--- src/rtl/rv32i_types.sv ---
// Shared RV32I load-path types: reservation-station entry, branch tag, CDB payload,
// load funct3 encodings, plus squash-match and byte-mask helpers.
package rv32i_types;

    localparam int unsigned XLEN  = 32;
    localparam int unsigned ROB_W = 3;
    localparam int unsigned TAG_W = 4;

    localparam logic [2:0] F3_LB  = 3'b000;
    localparam logic [2:0] F3_LH  = 3'b001;
    localparam logic [2:0] F3_LW  = 3'b010;
    localparam logic [2:0] F3_LBU = 3'b100;
    localparam logic [2:0] F3_LHU = 3'b101;

    typedef struct packed {
        logic             sign;
        logic [TAG_W-1:0] tag;
    } branch_tag_t;

    typedef struct packed {
        logic [XLEN-1:0]  rs1_data;
        logic [XLEN-1:0]  imm;
        logic [2:0]       funct3;
        logic [ROB_W-1:0] rob_idx;
        branch_tag_t      br_tag;
    } ResEntryLd_reg_t;

    typedef struct packed {
        logic             commit_valid;
        logic [ROB_W-1:0] dest_ROB;
        logic [XLEN-1:0]  rd_v;
    } CDB_output_t;

    // True when an instruction tagged br lies on the mispredicted path named by fl.
    function automatic logic squash_match(input branch_tag_t br, input branch_tag_t fl);
        if (br.sign == fl.sign) begin
            return (br.tag & fl.tag) == fl.tag;
        end
        return (br.tag & fl.tag) == br.tag;
    endfunction

    // Byte lanes touched by a load; a misaligned LH can shift its upper lane out.
    function automatic logic [3:0] load_rmask(input logic [2:0] f3, input logic [1:0] off);
        case (f3[1:0])
            2'b00:   return 4'b0001 << off;
            2'b01:   return 4'b0011 << off;
            default: return 4'b1111;
        endcase
    endfunction

endpackage

--- src/rtl/load_align.sv ---
// Combinational load data formatting: lane shift plus sign/zero extension by funct3.
module load_align
    import rv32i_types::*;
(
    input  logic [XLEN-1:0] rdata_i,
    input  logic [1:0]      offset_i,
    input  logic [2:0]      funct3_i,
    output logic [XLEN-1:0] data_o
);

    logic [XLEN-1:0] shifted;

    always_comb begin
        shifted = rdata_i >> {offset_i, 3'b000};
        case (funct3_i[1:0])
            2'b00:   data_o = funct3_i[2] ? {24'h0, shifted[7:0]}
                                          : {{24{shifted[7]}}, shifted[7:0]};
            2'b01:   data_o = funct3_i[2] ? {16'h0, shifted[15:0]}
                                          : {{16{shifted[15]}}, shifted[15:0]};
            default: data_o = shifted;
        endcase
    end

endmodule

--- src/rtl/load_unit.sv ---
// Single-outstanding load functional unit: address generation, one memory request,
// response formatting and CDB broadcast, with branch-tag squash at every stage.
module load_unit
    import rv32i_types::*;
#(
    parameter int unsigned ROB_WIDTH = 3
) (
    input  logic            clk,
    input  logic            rst,
    input  logic            issue,
    input  ResEntryLd_reg_t entry_in,
    output logic            FU_running,
    input  logic            flush,
    input  branch_tag_t     flush_tag,
    output logic [XLEN-1:0] dmem_addr,
    output logic [3:0]      dmem_rmask,
    input  logic [XLEN-1:0] dmem_rdata,
    input  logic            dmem_resp,
    output logic            cdb_req,
    input  logic            cdb_grant,
    output CDB_output_t     CDB_value
);

    typedef enum logic [1:0] {S_IDLE, S_REQ, S_WAIT, S_BCAST} state_t;

    state_t                 state_q, state_d;
    logic                   squashed_q, squashed_d;
    logic [XLEN-1:0]        addr_q, addr_d;
    logic [2:0]             funct3_q, funct3_d;
    logic [ROB_WIDTH-1:0]   rob_q, rob_d;
    branch_tag_t            tag_q, tag_d;
    logic [XLEN-1:0]        data_q, data_d;
    logic [XLEN-1:0]        aligned;
    logic                   commit;
    logic                   flush_hit;
    logic                   issue_hit;

    load_align u_align (
        .rdata_i  (dmem_rdata),
        .offset_i (addr_q[1:0]),
        .funct3_i (funct3_q),
        .data_o   (aligned)
    );

    assign flush_hit = flush && squash_match(tag_q, flush_tag);
    assign issue_hit = flush && squash_match(entry_in.br_tag, flush_tag);

    always_comb begin
        state_d    = state_q;
        squashed_d = squashed_q;
        addr_d     = addr_q;
        funct3_d   = funct3_q;
        rob_d      = rob_q;
        tag_d      = tag_q;
        data_d     = data_q;
        dmem_rmask = 4'b0000;
        cdb_req    = 1'b0;
        commit     = 1'b0;
        case (state_q)
            S_IDLE: begin
                if (issue && !issue_hit) begin
                    addr_d   = entry_in.rs1_data + entry_in.imm;
                    funct3_d = entry_in.funct3;
                    rob_d    = ROB_WIDTH'(entry_in.rob_idx);
                    tag_d    = entry_in.br_tag;
                    state_d  = S_REQ;
                end
            end
            S_REQ: begin
                if (flush_hit) begin
                    state_d = S_IDLE;
                end else begin
                    dmem_rmask = load_rmask(funct3_q, addr_q[1:0]);
                    state_d    = S_WAIT;
                end
            end
            S_WAIT: begin
                // A squashed load still drains its response so memory stays in sync.
                if (flush_hit) squashed_d = 1'b1;
                if (dmem_resp) begin
                    if (squashed_q || flush_hit) begin
                        squashed_d = 1'b0;
                        state_d    = S_IDLE;
                    end else begin
                        data_d  = aligned;
                        state_d = S_BCAST;
                    end
                end
            end
            S_BCAST: begin
                if (flush_hit) begin
                    state_d = S_IDLE;
                end else begin
                    cdb_req = 1'b1;
                    commit  = cdb_grant;
                    if (cdb_grant) state_d = S_IDLE;
                end
            end
            default: state_d = S_IDLE;
        endcase
    end

    always_ff @(posedge clk or negedge rst) begin
        if (!rst) begin
            state_q    <= S_IDLE;
            squashed_q <= 1'b0;
            addr_q     <= '0;
            funct3_q   <= '0;
            rob_q      <= '0;
            tag_q      <= '0;
            data_q     <= '0;
        end else begin
            state_q    <= state_d;
            squashed_q <= squashed_d;
            addr_q     <= addr_d;
            funct3_q   <= funct3_d;
            rob_q      <= rob_d;
            tag_q      <= tag_d;
            data_q     <= data_d;
        end
    end

    assign FU_running = (state_q != S_IDLE);
    assign dmem_addr  = {addr_q[XLEN-1:2], 2'b00};

    always_comb begin
        CDB_value              = '0;
        CDB_value.commit_valid = commit;
        CDB_value.dest_ROB     = ROB_W'(rob_q);
        CDB_value.rd_v         = data_q;
    end

endmodule

--- config.mk ---
export PLATFORM = sky130hd
export DESIGN_NAME = load_unit
export DESIGN_NICKNAME = d
export VERILOG_FILES = /design/src/rtl/rv32i_types.sv /design/src/rtl/load_align.sv /design/src/rtl/load_unit.sv
export SDC_FILE = /design/constraint.sdc
export NUM_CORES = 1
export LEC_CHECK = 0
export CAP_MARGIN = 30
export CORE_MARGIN = 8
export CORE_UTILIZATION = 43
export CTS_CLUSTER_SIZE = 14
export DETAILED_ROUTE_END_ITERATION = 10
export HOLD_SLACK_MARGIN = 0.08
export PLACE_DENSITY = 0.84
export RECOVER_POWER = 100
export SKIP_CTS_REPAIR_TIMING = 1
export SYNTH_ARGS = -nofsm -noshare
export SYNTH_HDL_FRONTEND = slang
export SYNTH_SLANG_ARGS = --single-unit
--- constraint.sdc ---
create_clock -name clk -period 2.2 [get_ports clk]
set_clock_uncertainty 0.15 [all_clocks]
set_input_delay 0.44 -clock clk [delete_from_list [all_inputs] [get_ports clk]]
set_output_delay 0.44 -clock clk [all_outputs]
set_load 0.01 [all_outputs]
# Word level (Yosys, flattened, before mapping)
# Index checks and enable logic that the tools add are counted.
# Widths: inputs -> output; s select.
# word_totals
rom_bits,0
reg_bits,78
elab_cells,65
latchBits,0
input_bits,118
memories,0
ram_bits,0
out_inout_bits,74
# classes
div_mod_pow,0
mul,0
n_shift,3
n_bitwise,3
n_lt_le_gt_ge,0
n_eq_ne,13
muxes,26
n_reduce_logical,11
add_sub_neg,1
# op_table
op,count
$mux 32,2
$pmux 32 s2,1
$add 32x32->32,1
$shr 32x5->32,1
$eq 4x4->1,4
$mux 1,13
$mux 2,6
$and 4x4->4,2
$mux 4,2
$pmux 2 s4,1
$pmux 4 s2,1
$reduce_and 3->1,2
$eq 2x1->1 const B,2
$eq 2x2->1 const B,2
$logic_not 2->1,2
$ne 2x2->1 const B,2
$shl 1x2->4 const A,1
$shl 2x2->4 const A,1
$logic_and 1x1->1,3
$ne 3x3->1 const B,1
$eq 1x1->1,2
$reduce_and 2->1,1
$reduce_bool 2->1,1
$logic_not 1->1,1
other kinds (2),2

# Depth between registers and ports, before layout
# depth
word_depth,9
ltp_mapped,9
depth_no_buf,9

# Cells and area by module
# A second synthesis with hierarchy kept.
# unflattened
cells_unflattened,618
hier_area_um2,5938.2
# modules_own_cells
module,seq_area_each_um2,cells_per_inst,area_each_um2,instances
load_unit,1951.9,515,5170.0,1
load_align,0.0,103,768.2,1

# Worst setup path before layout
# No wires, ideal clock.
# synth_timing
path_type,input-to-reg
start,in entry_in[11] (netlist name)
end,reg addr_q[30]
setup_ns,0.131
arrival_time_ns,2.467
setup_slack_ns,-0.549
required_ns,1.919
path_stages,9
path_buffers,0
cell_sequence,ha_1 > fa_1 > a21o_1 > a221o_1 > a21o_1 > nand3_1 > nand3_1 > and3_1 > or3_1
# synth_via
elab_chain_cells,1
# synth_lines
item,line_no,rtl
from (decl),load_unit.sv:11,"input ResEntryLd_reg_t entry_in,"
$add 32x32->32,load_unit.sv:62,addr_d = entry_in.rs1_data + entry_in.imm;
to (signal assigned),load_unit.sv:115,addr_q <= addr_d;
to (decl),load_unit.sv:28,"logic [XLEN-1:0] addr_q, addr_d;"
# No other way between the ends.
# A chain may end at the register's enable or synchronous reset.

# Worst setup path after layout
# layout_timing
start,reg tag_q[2] (netlist name)
end,out dmem_rmask[0]
# layout_via
elab_chain_cells,7
word_cells_on_any_way,8
cone_classes,2 x eq/ne; 4 x mux; 1 x bitwise; 1 x reduce/logical
# layout_lines
item,line_no,rtl
from (decl),load_unit.sv:31,"branch_tag_t tag_q, tag_d;"
from (signal assigned),load_unit.sv:118,tag_q <= tag_d;
$and 4x4->4,"rv32i_types.sv:37, rv32i_types.sv:39",
$eq 4x4->1,rv32i_types.sv:37,return (br.tag & fl.tag) == fl.tag;
$mux 1,rv32i_types.sv:36,if (br.sign == fl.sign) begin
$mux 1 *,rv32i_types.sv:39,return (br.tag & fl.tag) == br.tag;
$logic_and 1x1->1 *,load_unit.sv:45,"assign flush_hit = flush && squash_match(tag_q, flush_tag);"
$mux 4 *,load_unit.sv:70,if (flush_hit) begin
$mux 4 *,load_unit.sv:59,case (state_q)
to (decl),load_unit.sv:16,"output logic [3:0] dmem_rmask,"
# Mark *: on every way between the ends. The rest lies on a longest branch, timed or not. The select of a mux whose other input is x is not followed.

==> summary.md <==
| Metric | Value |
|---|---|
| Cell family with the largest share of critical-path delay | `simple AND/OR/NAND/NOR gates` |
| Gr usage total | `21.7%` |
| Mapped Area | `5920 um2` |
| DP Worst Slack | `-978 ps` |
| Initial core utilization | `43.4%` |
| Die Width | `133 um` |
| Highest Clock Rate | `372 MHz` |
| Status | `complete, but fails checks` |
| Max cap viols | `0` |
| Unrepaired setup endpoints after global routing | `yes` |
| Crit path cell chain | `nor2b_1 -> a2111o_1 -> mux2i_1 -> and2_1 -> nand2b_4 -> nor2_4 -> o21a_1 -> buf_2` |
| Share of layout cells above drive strength 1 | `34.6%` |
| Crit path depth | `8` |
| Failing checks | `negative setup slack` |
| Area Overhead vs Synth | `77.5%` |
| Power Density | `1040 nW/um2` |
| Die area | `17,800 um2` |
| Tmin final | `2690 ps` |
| Cells on worst reg2reg path | `10` |
| CORE AREA | `13,700 um2` |
| HP Start | `entry_in[11]` |
| Worst r2r src | `tag_q[2]$_DFFE_PN0P_` |
| CTS Sinks | `78` |
| Final setup vio count | `56` |
| Number of global-route vias before repair | `6,442` |
| Post-synth ARST share | `100%` |
| Fin nets | `1,165` |
| Number of H-tree levels | `3` |
| Post-layout util | `77.0%` |
| N_diodes | `0` |
| Final HPWL DP | `16,000 um` |
| Num CTS Buffers | `9` |
| Synthesis-stage register bit count | `78` |
| First-pass GRT wire length | `31,700 um` |
| Via count | `6,995` |
| Leakage power | `4.93 nW` |
| Post-route DRC | `0` |
| Total power | `10.9 mW` |
| Mapped Cells | `711` |
| Clk slew on worst S/H paths | `60 ps` |
| GP Congestion | `0.930` |
| Crit path from | `tag_q[2]$_DFFE_PN0P_` |
| WL per Instance | `20.8 um` |
| VDD IR max | `0.536 mV` |
| Syn avg cell area | `8.33 um2` |
| Warnings from Yosys | `0` |
| CP Class | `flop to primary output` |
| WP buf/inv | `1` |
| Hold WS | `267 ps` |
| Final hold vios | `0` |
| Worst setup SP type | `flop` |
| Worst hold path depth | `4` |
| # rows | `43` |
| Slowest cell delay on critical path | `400 ps` |
| CTS tree | `built` |
| Worst Slack Setup Final | `-488 ps` |
| Final worst-path cycle share | `122%` |
| Antenna violations before repair | `0` |
| Maximum number of pins on one net before global-route repair | `35` |
| Number of flops mapped to enable cells by yosys | `0` |
| Worst-skew pair later-pin latency | `330 ps` |
| Grt ovf | `0` |
| Sequential share of the synthesized area | `32.9%` |
| Routed WL | `25,000 um` |
| Hold crit path type | `input pin to flop` |
| Iter 0 DRT Violations | `615` |
| Crit-path slowest cell | `dfrtp_1` |
| Count of cell types in the netlist | `65` |
| Worst Tran Pin Value | `1140 ps` |
| Slew Limit Fails | `0` |
| Ports | `192` |
| Crit-path max FO | `4` |
| Via density | `5.83` |
| Port Buffers | `189` |
| Buffers from clock root to sink, at most | `2` |
| Crit path DAT | `2100 ps` |
| Crit path required time | `1610 ps` |
| Die height | `133 um` |
| Root buffer cell | `clkbuf_16` |
| Drt first pass iters | `7` |
| Ys flop type | `dfrtp_1` |
| Slew HR | `24.3%` |
| Setup crit end kind | `primary output` |
| Post-DRT Antenna Nets | `0` |
## Yosys cell counts (all sizes together) (10+ instances only)
cell    instances  area [um2]
a21o           24         181
mux2i          18         180
nor2           54         203
clkbuf         21        78.8
ha             31         388
nand2          97         364
buf            53         353
nand3          17        85.1
dfrtp          78        1950
a21oi          82         425
inv            13        48.8
mux2           16         180
nor2b          10        62.6
nand2b         11        68.8
xnor2          13         114
o21ai          50         250
and3           12        80.1
## final timing paths
kind	endpoint	slack, ps
max in group asynchronous	data_q[27]$_DFFE_PN0P_	230
worst max register to register	data_q[31]$_DFFE_PN0P_	-160
worst max-delay path	dmem_rmask[0]	-490
min in group asynchronous	tag_q[4]$_DFFE_PN0P_	710
worst min-delay path	addr_q[0]$_DFFE_PN0P_	270
worst min register to register	rob_q[2]$_DFFE_PN0P_	320
## sequential cells by signal, indices dropped and copies added, names as in the netlist
name,cells
funct3_q,3
tag_q,5
addr_q,32
rob_q,3
data_q,32
squashed_q,1
state_q,2
## report_power, final
group | total [mW] | switching, mW | internal (mW)
combinational | 6.43 | 3.06 | 3.37
sequential | 2.70 | 0.548 | 2.15
clock | 1.77 | 0.600 | 1.17
## worst register-to-register path, stage by stage (launching register included)
cell       delay, ps
dfrtp_1          400
nor2b_1          140
a2111o_1         400
mux2i_1          180
and2_1           190
buf_4            150
nor3_4            60
buf_4            150
buf_6            120
clkbuf_16        160
a21oi_1          180
## metal layers
metal | track usage (%) | wire length, um
met1 | 25.1 | 9220
met2 | 37.9 | 12600
met3 | 5.01 | 2130
met4 | 8.48 | 1040
met5 | 0 | 0
## layout by cell type (no fill, tap or decap), drive strengths merged, types with 16 or more instances in the layout
cell,count
a21oi,82
dlymetal6s2s,51
nand3,17
clkbuf,26
nand2,97
a21o,24
clkdlybuf4s50,118
ha,31
nor2,54
mux2,16
mux2i,18
o21ai,50
buf,183
dfrtp,78
## stage by stage
| stage | cells | TNS, ps | area, um2 |
|---|---|---|---|
| after floorplan | 712 | -2590 | 6110 |
| after global placement | 1150 | -43610 | 8930 |
| after detailed placement | 1150 | -46920 | 8930 |
| after CTS | 1166 | -20830 | 9280 |
| after global routing | 1200 | -10250 | 10500 |
| final | 1200 | -8140 | 10500 |
## area by class of cell
type                       count  area (um2)
multi-input combinational    547        4430
timing repair buffer         366        3510
fill                         866        3150
sequential                    78        1950
clock buffer                  13         260
tap                          180         225
clock inverter                 3        90.1
inverter                      13        48.8
## cells by family after synthesis
logic type	share of synthesized area, %
flip-flops	32.9
adder cells (fa/ha/maj)	6.88
AND/OR/NAND/NOR	18.8
XOR/XNOR	2.66
multiplexers	6.08
other	0.0633
AO/OA/AOI/OAI	24.5
buffers and inverters	8.11
No activity file was read; power rests on OpenSTA's default activity.
